===== src/rtl/id_operand_fetch.sv =====
// id_operand_fetch: ID-stage operand resolver sitting on the bypass bus.
// For each cycle it resolves the rj/rk operands with priority
// EXE > MEM > WB > register file. If the winning producer's data is not
// ready yet, it raises a load-use interlock. When EXE is not ready to accept
// the instruction, it latches the resolved operands so they stay stable.
// Optional feature (macro ID_STALL_PERF_CNT_EN): saturating stall-cycle
// counter exposed on output stall_cnt.
module id_operand_fetch #(
  parameter int BY_BUS_WD    = 120,
  parameter int STALL_CNT_WD = 16
) (
  input  logic                 clk,
  input  logic                 resetn,
  input  logic [BY_BUS_WD-1:0] BY_to_ID_bus,
  input  logic                 id_valid,
  input  logic                 id_flush,
  input  logic                 rj_read,
  input  logic                 rk_read,
  input  logic [4:0]           rj_addr,
  input  logic [4:0]           rk_addr,
  input  logic [31:0]          rf_rdata1,
  input  logic [31:0]          rf_rdata2,
  input  logic                 exe_allowin,
  output logic [31:0]          src1_data,
  output logic [31:0]          src2_data,
  output logic                 id_ready_go,
  output logic                 id_to_exe_valid,
  output logic [1:0]           fwd_state
`ifdef ID_STALL_PERF_CNT_EN
  ,
  output logic [STALL_CNT_WD-1:0] stall_cnt
`endif
);

  // Each bypass stage slot is {addr, data, data_valid, valid, rf_w_en}.
  localparam int STG_WD = 40;

  typedef struct packed {
    logic [4:0]  addr;
    logic [31:0] data;
    logic        data_valid;
    logic        valid;
    logic        rf_w_en;
  } by_stage_t;

  // Result of resolving one source operand.
  typedef struct packed {
    logic        haz;
    logic [31:0] data;
  } resolve_t;

  typedef enum logic [1:0] {
    ST_RUN   = 2'd0,
    ST_STALL = 2'd1,
    ST_HOLD  = 2'd2
  } state_t;

  typedef logic [STALL_CNT_WD-1:0] stall_cnt_t;

  by_stage_t   stg_exe;
  by_stage_t   stg_mem;
  by_stage_t   stg_wb;

  resolve_t    res_j;
  resolve_t    res_k;
  logic        hazard;
  logic        latch_en;
  logic        ready_raw;

  state_t      state_q;
  state_t      state_d;
  logic [31:0] src1_lat_q;
  logic [31:0] src1_lat_d;
  logic [31:0] src2_lat_q;
  logic [31:0] src2_lat_d;

  // A stage forwards to a source only if it really writes the register and
  // the instruction actually reads that register. r0 never matches.
  function automatic logic stage_hit(input by_stage_t  s,
                                     input logic [4:0] addr,
                                     input logic       rd);
    return rd & s.valid & s.rf_w_en & (s.addr == addr) & (addr != 5'd0);
  endfunction

  // The first matching stage in priority order decides the result. If its
  // data is not ready, the source is hazarded, and lower-priority copies are
  // deliberately ignored because they hold stale values.
  function automatic resolve_t resolve_src(input by_stage_t   e,
                                           input by_stage_t   m,
                                           input by_stage_t   w,
                                           input logic [4:0]  addr,
                                           input logic        rd,
                                           input logic [31:0] rf);
    resolve_t r;
    r.haz  = 1'b0;
    r.data = rf;
    if (addr == 5'd0) begin
      r.data = 32'h0;
    end else if (stage_hit(e, addr, rd)) begin
      r.data = e.data;
      r.haz  = ~e.data_valid;
    end else if (stage_hit(m, addr, rd)) begin
      r.data = m.data;
      r.haz  = ~m.data_valid;
    end else if (stage_hit(w, addr, rd)) begin
      r.data = w.data;
      r.haz  = ~w.data_valid;
    end
    return r;
  endfunction

  // Split the bypass bus into its stage slots. EXE occupies the top slot.
  always_comb begin
    stg_exe = by_stage_t'(BY_to_ID_bus[BY_BUS_WD-1          -: STG_WD]);
    stg_mem = by_stage_t'(BY_to_ID_bus[BY_BUS_WD-1-STG_WD   -: STG_WD]);
    stg_wb  = by_stage_t'(BY_to_ID_bus[BY_BUS_WD-1-2*STG_WD -: STG_WD]);
  end

  // Resolve both sources combinationally so there is no added latency.
  always_comb begin
    res_j  = resolve_src(stg_exe, stg_mem, stg_wb, rj_addr, rj_read, rf_rdata1);
    res_k  = resolve_src(stg_exe, stg_mem, stg_wb, rk_addr, rk_read, rf_rdata2);
    hazard = id_valid & (res_j.haz | res_k.haz);
  end

  // Next-state logic for the interlock FSM, and the operand latch enable.
  always_comb begin
    state_d   = state_q;
    latch_en  = 1'b0;
    ready_raw = 1'b0;
    case (state_q)
      ST_RUN: begin
        ready_raw = ~hazard;
        if (id_valid & hazard) begin
          state_d = ST_STALL;
        end else if (id_valid & ~exe_allowin) begin
          state_d  = ST_HOLD;
          latch_en = 1'b1;
        end
      end
      ST_STALL: begin
        ready_raw = ~hazard;
        if (~id_valid) begin
          state_d = ST_RUN;
        end else if (~hazard) begin
          if (exe_allowin) begin
            state_d = ST_RUN;
          end else begin
            state_d  = ST_HOLD;
            latch_en = 1'b1;
          end
        end
      end
      ST_HOLD: begin
        ready_raw = 1'b1;
        if (~id_valid | exe_allowin) begin
          state_d = ST_RUN;
        end
      end
      default: begin
        state_d = ST_RUN;
      end
    endcase
    // A flush abandons the instruction, so nothing is worth latching.
    if (id_flush) begin
      state_d  = ST_RUN;
      latch_en = 1'b0;
    end
  end

  // Capture the resolved operands on the edge that enters HOLD.
  always_comb begin
    src1_lat_d = src1_lat_q;
    src2_lat_d = src2_lat_q;
    if (latch_en) begin
      src1_lat_d = res_j.data;
      src2_lat_d = res_k.data;
    end
  end

  // State and latched-operand registers.
  always_ff @(posedge clk or negedge resetn) begin
    if (!resetn) begin
      state_q    <= ST_RUN;
      src1_lat_q <= 32'h0;
      src2_lat_q <= 32'h0;
    end else begin
      state_q    <= state_d;
      src1_lat_q <= src1_lat_d;
      src2_lat_q <= src2_lat_d;
    end
  end

  // Output muxing. HOLD serves the latched copies, so a producer retiring
  // from WB cannot change operands that are already committed.
  always_comb begin
    src1_data = 32'h0;
    src2_data = 32'h0;
    if (id_valid) begin
      if (state_q == ST_HOLD) begin
        src1_data = src1_lat_q;
        src2_data = src2_lat_q;
      end else begin
        src1_data = res_j.data;
        src2_data = res_k.data;
      end
    end
    id_ready_go     = resetn & id_valid & ready_raw;
    id_to_exe_valid = id_ready_go & ~id_flush;
    fwd_state       = state_q;
  end

`ifdef ID_STALL_PERF_CNT_EN
  stall_cnt_t stall_cnt_q;
  stall_cnt_t stall_cnt_d;

  // Saturating increment: holds at all-ones instead of wrapping.
  function automatic stall_cnt_t sat_inc(input stall_cnt_t v);
    return (&v) ? v : v + stall_cnt_t'(1);
  endfunction

  // Count every cycle spent interlocked, including the cycle that detects
  // the hazard while still in RUN.
  always_comb begin
    stall_cnt_d = stall_cnt_q;
    if ((state_q == ST_STALL) | ((state_q == ST_RUN) & hazard)) begin
      stall_cnt_d = sat_inc(stall_cnt_q);
    end
  end

  // Stall counter register; only reset clears it.
  always_ff @(posedge clk or negedge resetn) begin
    if (!resetn) begin
      stall_cnt_q <= '0;
    end else begin
      stall_cnt_q <= stall_cnt_d;
    end
  end

  assign stall_cnt = stall_cnt_q;
`endif

endmodule


===== config.mk =====
export PLATFORM = sky130hd
export DESIGN_NAME = id_operand_fetch
export DESIGN_NICKNAME = d
export VERILOG_FILES = /design/src/rtl/id_operand_fetch.sv
export SDC_FILE = /design/constraint.sdc
export NUM_CORES = 1
export LEC_CHECK = 0
export ABC_AREA = 0
export BUFFER_PORTS_ARGS = -buffer_cell sky130_fd_sc_hd__clkbuf_2
export CORE_MARGIN = 2
export CORE_UTILIZATION = 33
export CTS_CLUSTER_DIAMETER = 100
export DETAILED_ROUTE_END_ITERATION = 12
export GPL_ROUTABILITY_DRIVEN = 0
export HOLD_SLACK_MARGIN = 0.02
export PLACE_DENSITY = 0.67
export REMOVE_ABC_BUFFERS = 1
export SYNTH_ARGS = -nofsm -noshare
export SYNTH_HDL_FRONTEND = slang
export SYNTH_SLANG_ARGS = --single-unit

===== constraint.sdc =====
create_clock -name clk -period 2.9 [get_ports clk]
set_input_delay 0.29 -clock clk [delete_from_list [all_inputs] [get_ports clk]]
set_output_delay 0.29 -clock clk [all_outputs]
set_load 0.02 [all_outputs]

== Yosys cells after proc, flatten, opt, wreduce, memory -nomap -nowiden ==
Index checks and enable logic that the tools add are counted.
Word-level totals
  input bits: 201
  latch bits: 0
  bits in registers: 66
  bits in read-only memories: 0
  output and inout bits: 68
  memory bits (writable): 0
  memories: 0
Cells by class
  reductions and logical operators: 7
  add/subtract/negate cells: 0
  bitwise logic cells: 39
  equality and inequality tests: 11
  div/mod/pow operators: 0
  $lt $le $gt $ge: 0
  shift operators: 0
  multiplexer cells: 30
  $mul: 0
Operator list (count)
  $mux W33: 6
  $mux W32: 6
  $and A1 B1 Y1: 30
  $eq A5 B5 Y1: 6
  $mux W2: 7
  $logic_not A5 Y1: 2
  $reduce_bool A5 Y1: 2
  $mux W1: 8
  $ne A4 B4 Y1 const B: 2
  $not A1 Y1: 7
  $pmux W2 S3: 1
  $pmux W1 S2: 2
  $ne A3 B3 Y1 const B: 1
  $reduce_and A3 Y1: 1
  $eq A2 B1 Y1 const B: 1
  $eq A2 B2 Y1 const B: 1
  $logic_not A2 Y1: 1
  $or A1 B1 Y1: 2
  $reduce_or A2 Y1: 1

== Longest topological paths before layout ==
Gate-level depths: netlist (run 1).
  depth after elaboration: 14
  mapped depth: 9
  depth with buffers taken out: 6

== Least setup slack after synthesis (run 1) ==
Ideal clock, no wire load.
  path type: input to output
  start: input port rj_addr[1]
  end: output port src1_data[10]
  setup slack: 0.284 ns
  path buffers: 2
  data required time: 2.610 ns
  stages: 8
  arrival: 2.326 ns
  cell sequence: buf_2 > xnor2_1 > nand3_1 > nor4_2 > clkbuf_1 > a211o_1 > a32oi_1 > o21ai_0
On the way
  word-level cells in the longest chain between the ends: 9
  elaborated cells on any way between the ends: 17
Ends and longest elaborated chain
  start: declaration: RTL line 19  | input logic [4:0] rj_addr,
  $eq A5 B5 Y1: RTL line 82  | return rd & s.valid & s.rf_w_en & (s.addr == addr) & (addr != 5'd0);
  $and A1 B1 Y1 (2 in series): RTL line 82
  $mux W33: RTL line 105  | end else if (stage_hit(w, addr, rd)) begin
  $mux W33: RTL line 102  | end else if (stage_hit(m, addr, rd)) begin
  $mux W33: RTL line 99  | end else if (stage_hit(e, addr, rd)) begin
  $mux W32 (*): RTL line 97  | if (addr == 5'd0) begin
  $mux W32 (*): RTL line 200  | if (state_q == ST_HOLD) begin
  $mux W32 (*): RTL line 199  | if (id_valid) begin
  end: declaration: RTL line 24  | output logic [31:0] src1_data,
Mark *: on every way between the ends. The rest lies on a longest branch, timed or not.

== Worst setup path in the final report (run 1) ==
  start: input port rj_addr[0]
  end: output port src1_data[2]
Same word-level chain as after synthesis.

==> results of run 1 <==
## worst max path at each step
| stage | startpoint | to | slack (ns) |
|---|---|---|---|
| 2_1_floorplan | rj_addr[0] | src2_lat_q[10] | -1.90 |
| 3_3_place_gp | rj_addr[0] | src1_data[12] | 0.12 |
| 3_5_place_dp | rj_addr[0] | src1_data[25] | 0.07 |
| 4_1_cts | rj_addr[0] | src1_data[25] | 0.06 |
| 5_1_grt | rj_addr[0] | src1_data[11] | -0.006 |
| 6_report | rj_addr[0] | src1_data[2] | 0.09 |
## state kept, by name, summed over array words and instances, names as in the netlist
signal,count
fwd_state,2
src2_lat_q,32
src1_lat_q,32
## power by group
group | leakage, nW | total [mW] | switching, mW | internal, mW
sequential | 0.777 | 1.24 | 0.114 | 1.13
combinational | 3.51 | 1.14 | 0.595 | 0.542
clock | 0.152 | 1.15 | 0.418 | 0.731
total | 4.44 | 3.53 | 1.13 | 2.40
## tightest hold or removal path: stages
cell and delay (ns):
clkbuf_2 0.09, a211o_1 0.09, a31oi_1 0.03
## Yosys cell counts, drive strengths merged
master,count,area (µm²)
dfrtp,66,1652
a211oi,2,15.01
xor2,9,78.83
o221ai,2,23.77
o32ai,30,420.4
o22ai,1,6.260
clkbuf,45,168.9
a22o,29,254.0
a31o,2,17.52
a31oi,2,18.77
o21a,1,7.510
mux2i,35,350.3
nor4,34,219.0
nor3,3,15.01
o21ai,37,200.2
nor2,37,138.9
o32a,3,30.03
nand2,76,285.3
inv,102,382.9
or4,6,56.30
buf,25,172.7
and4,1,8.760
a211o,33,289.0
o221a,32,360.4
nor2b,1,6.260
and2,2,12.51
nand3,4,20.02
mux2,29,420.4
xnor2,21,183.9
nor3b,1,7.510
nand4,2,12.51
a21oi,1,5.000
a32oi,32,280.3
and3,2,12.51
a221oi,1,26.28
nand2b,34,212.7
or3,1,6.260
or2,1,6.260
o2bb2ai,1,8.760
and3b,1,8.760
## cells by family after synthesis
family	after synthesis	synth area share, %
compound gates	209	30.67
xor+xnor	30	4.105
buf+inv	172	11.32
flops	66	25.80
mux	64	12.04
simple gates	206	16.07
## area by class of cell
cell class                 count  area share [%]
tap                          260           3.771
multi-input combinational    509           48.11
inverter                     102           4.438
timing repair buffer         315           21.00
clock buffer                  13           3.133
clock inverter                 2          0.4061
sequential                    66           19.14
## metal layers
layer | global-route usage, % | vias to the layer above | routed length [µm]
met3 | 4.326 | 46 | 2068
met1 | 30.99 | 3352 | 10750
met4 | 8.875 | 0 | 515
li1 | - | 3245 | -
met5 | 0 | - | 0
met2 | 39.26 | 366 | 11800
## stage by stage
stage	area [µm²]	total power, mW	TNS, ns
6_report	8627	3.530	0
2_1_floorplan	6060	1.913	-193.59
3_5_place_dp	8247	2.373	0
4_1_cts	8562	3.538	0
3_3_place_gp	8247	2.346	0
5_1_grt	8627	3.701	-0.006127
## timing repair
action | CTS | global route
hold endpoints to repair | 30 | 0
endpoints found under the setup margin | 0 | 8
hold buffers | 1 | 0
gates resized for setup | 0 | 8
buffers inserted | 0 | 2
## cells in the final DEF (no fill, tap or decap), types with 2 or more instances in the layout
| cell type | count |
|---|---|
| a211o_1 | 33 |
| a211oi_1 | 2 |
| a22o_1 | 29 |
| a32oi_1 | 29 |
| a32oi_2 | 3 |
| buf_12 | 9 |
| buf_4 | 38 |
| clkbuf_16 | 9 |
| clkbuf_2 | 267 |
| clkbuf_8 | 3 |
| dfrtp_1 | 66 |
| inv_1 | 102 |
| mux2_1 | 4 |
| mux2_4 | 25 |
| mux2i_1 | 35 |
| nand2_1 | 75 |
| nand2b_1 | 34 |
| nand3_1 | 3 |
| nand4_1 | 2 |
| nor2_1 | 36 |
| nor3_1 | 2 |
| nor4_1 | 32 |
| o21ai_0 | 21 |
| o21ai_1 | 14 |
| o221a_1 | 32 |
| o32a_1 | 3 |
| o32ai_1 | 6 |
| o32ai_2 | 24 |
| or4_1 | 3 |
| or4_4 | 3 |
| xnor2_1 | 21 |
| xor2_1 | 9 |
==> out/metrics.cfg, run 1 <==
[outcome]
outcome = completed

[sta]
hold_viol = 0
finalCritPeriodShare_pct = 97.05
drv_slew = 0
max_freq_mhz = 355.3
fin_skew_ns = 0.003576
slew_headroom_pct = 66.98
period_needed_ns = 2.815
fin_ws_ns = 0.08546
tightestPinTransition_ns = 0.4953
setup_violations = 0
holdWs_ns = 0.2070

[worst_hold_path]
hold_start = exe_allowin
hold-path-endpoint = fwd_state[1]
holdPathStages = 3
hold_class = in2reg

[drt]
vias_per_cell = 5.532
drc_errors = 0
ant_nets = 0
wl_mm = 25.13
wl_per_cell_um = 19.83
drt_iter0_markers = 394
vias = 7009
drtPass1Iterations = 5

[worst_setup_path]
cp.buffers_inverters = 4
required_ns = 2.61
cp-end-kind = primary output
reg2regPathDepth = 4
cpMaxStageDelayCell = or4_4
r2r_slack_ns = 1.15
critPathTopFamily = compound AO/OA/AOI/OAI gates
critPathLaunchType = input pin
cp_data_arrival_time_ns = 2.52
regToRegEndpoint = src2_lat_q[0]
r2r_start = fwd_state[1]
cp_max_fo = 12
cpMostUsedCell = clkbuf_2
cp_num_cells = 10
slowest_delay_ns = 0.57
path_cells = clkbuf_2, or4_4, o21ai_4, buf_4, buf_12, nor4_1, a211o_1, a32oi_1, o21ai_1, clkbuf_2
criticalPathCategory = in2out

[global_routing]
grt_pass1_vias = 6961
grt-ovfl-total = 0
grt_pass1_wl_mm = 37.77
track_usage_pct = 23.78
grt_max_degree = 38
antenna_found_initial = 0

[final_layout]
layout-drive-gt1-share_pct = 39.82
final_nets = 1204
multiInputGateArea_um2 = 4150
regArea_um2 = 1652
insertedDiodeCount = 0
fin_util_pct = 45.66
finalNonFillerCells = 1267
area_growth_pct = 34.77
nFillCells = 1904

[synth]
yosys_register_bits = 66
synth_cell_types = 53
syn_area_per_cell_um2 = 8.569
synthCells = 747
yosysWarnings = 0
synth.cell_area_um2 = 6401
ys_seq_area_share_pct = 25.80

[clock_network]
cts_root_buffer = clkbuf_16
cts_made_buffers = 9
clock_path_buffers = 2
cts_sinks = 66
cts_tree = yes
path_clk_slew_ns = 0.06
cts_max_level = 3
clkLatencyLatePin_ns = 0.33

[die]
core-area_um2 = 18890
die_y_um = 143.3
die_x_um = 143.3
fp.dieArea_um2 = 20530
initial_core_util_pct = 33.88
rows = 50
pin_count = 269

[placement]
place_inst = 1249
place_hpwl_mm = 18.51
port-buffer-count = 268
post-place-ws_ns = 0.07446

[flow_run]
max_cap_viol_count = 0

[power_and_ir_drop]
ir_drop_mv = 0.2468
power_density_nw_per_um2 = 409.1
leakagePower_nw = 4.439

Note: power is estimated with default switching activity, not from simulation.
==> run 2, diff against run 1 <==
GPL_ROUTABILITY_DRIVEN = not set   (was 0)
PLACE_DENSITY = 0.69   (was 0.67)
TNS_END_PERCENT = 100   (was not set)
==> run 2 against run 1 <==
Effect of this change: total power decreased by 2.6%; fmax up 0.72%; die area unchanged; largest cell class unchanged; largest power group unchanged; highest routed layer unchanged.
==> out/metrics.cfg, run 2 (synthesized netlist as in run 1, its figures left out) <==
[power_and_ir_drop]
leakagePower_nw = 4.397
ir_drop_mv = 0.2698
power_density_nw_per_um2 = 400.0

[placement]
place_hpwl_mm = 18.10
port-buffer-count = 268
gp_congestion = 0.9050
place_inst = 1243
placed_area_um2 = 8293

[sta]
setup_violations = 0
hold_viol = 0
finalCritPeriodShare_pct = 96.36
period_needed_ns = 2.794
fin_skew_ns = 0.005216
holdWs_ns = 0.03417
drv_slew = 0
tightestPinTransition_ns = 0.4993
slew_headroom_pct = 66.72
max_freq_mhz = 357.9
rsz0062_at_grt = false

[clock_network]
path_clk_slew_ns = 0.06
postCtsSetupBuffers = 0
clock_path_buffers = 2
cts_root_buffer = clkbuf_16
clkLatencyLatePin_ns = 0.34
cts_made_buffers = 9
cts_max_level = 3
cts_tree = yes
cts_hold_buf = 0
cts_sinks = 66
cts_resized = 0

[global_routing]
use_met2_pct = 41.30
grt_pass1_wl_mm = 38.94
grt-ovfl-total = 0
grtUsageMet3_pct = 5.399
grt_pass1_vias = 7061
grt_max_degree = 65
grt.busiest_layer = met2
use_met1_pct = 32.13
antenna_found_initial = 1
track_usage_pct = 25.05

[final_layout]
final_cell_area_um2 = 8591
finalNonFillerCells = 1260
final_common_cell = clkbuf_2
layout_common_cells = clkbuf_2, inv_1, nand2_1
layout-drive-gt1-share_pct = 39.24
nFillCells = 1865
area_growth_pct = 34.21
final_nets = 1195

[drt]
ant_nets = 0
vias_per_cell = 5.625
wl_mm = 25.88
wl_per_cell_um = 20.54
vias = 7088
drc_errors = 0
drtPass1Iterations = 4
drt_iter0_markers = 512

[worst_hold_path]
hold_class = in2async

[flow_run]
max_cap_viol_count = 0

[die]
rows = 50
core-area_um2 = 18890
die_x_um = 143.3
pin_count = 269
fp.dieArea_um2 = 20530
die_y_um = 143.3
initial_core_util_pct = 33.88

[outcome]
outcome = completed

[worst_setup_path]
reg2regPathDepth = 4
critPathLaunchType = input pin
required_ns = 2.61
cp_max_fo = 20
cp_data_arrival_time_ns = 2.50
cp-end-kind = primary output
criticalPathCategory = in2out

==> run 2: stage by stage <==
step | power (mW) | setup TNS [ns] | setup WS [ns] | util [%]
2_1_floorplan | 1.913 | -193.59 | -1.905 | -
3_3_place_gp | 2.363 | 0 | 0.07999 | 43.89
3_5_place_dp | 2.387 | 0 | 0.04992 | 43.89
4_1_cts | 3.474 | 0 | 0.03319 | 45.38
5_1_grt | 3.629 | 0 | 0.007716 | 45.47
6_report | 3.436 | 0 | 0.1056 | 45.47
==> run 2: critical path, stage by stage <==
cell and delay [ns]:
clkbuf_2 0.09, or4_4 0.53, o21a_1 0.21, and3_2 0.27
buf_12 0.20, o221a_1 0.25, o32ai_2 0.30, a22o_1 0.18
clkbuf_2 0.17
==> run 2: final cells by class <==
class | instances | area, µm² | share of cell area (%)
sequential | 66 | 1652 | 19.23
multi-input combinational | 509 | 4119 | 47.95
clock inverter | 6 | 41.29 | 0.4806
tap | 260 | 325.3 | 3.787
clock buffer | 10 | 239.0 | 2.782
antenna | 1 | 2.502 | 0.02913
inverter | 102 | 382.9 | 4.457
timing repair buffer | 306 | 1829 | 21.29
==> run 2: path summary, 6_finish.rpt <==
check	to	slack (ns)	startpoint
setup reg to reg	src2_lat_q[2]	1.15	fwd_state[1]
min in group clk	fwd_state[1]	0.21	exe_allowin
hold reg to reg	src2_lat_q[2]	0.50	src2_lat_q[2]
hold / removal	src2_lat_q[28]	0.03	resetn
max in group asynchronous	src2_lat_q[13]	2.00	resetn
setup / recovery	src2_data[11]	0.11	rk_addr[1]
==> run 2: where the power goes <==
| part | internal (mW) | total [mW] | switching, mW |
|---|---|---|---|
| registers | 1.13 | 1.25 | 0.116 |
| logic | 0.541 | 1.14 | 0.598 |
| clock network | 0.602 | 1.05 | 0.449 |
==> run 2: per-layer routing <==
layer | vias up | wire length (µm)
li1 | 3224 | -
met1 | 3427 | 10950
met2 | 386 | 12200
met3 | 51 | 2089
met4 | 0 | 629
met5 | - | 0
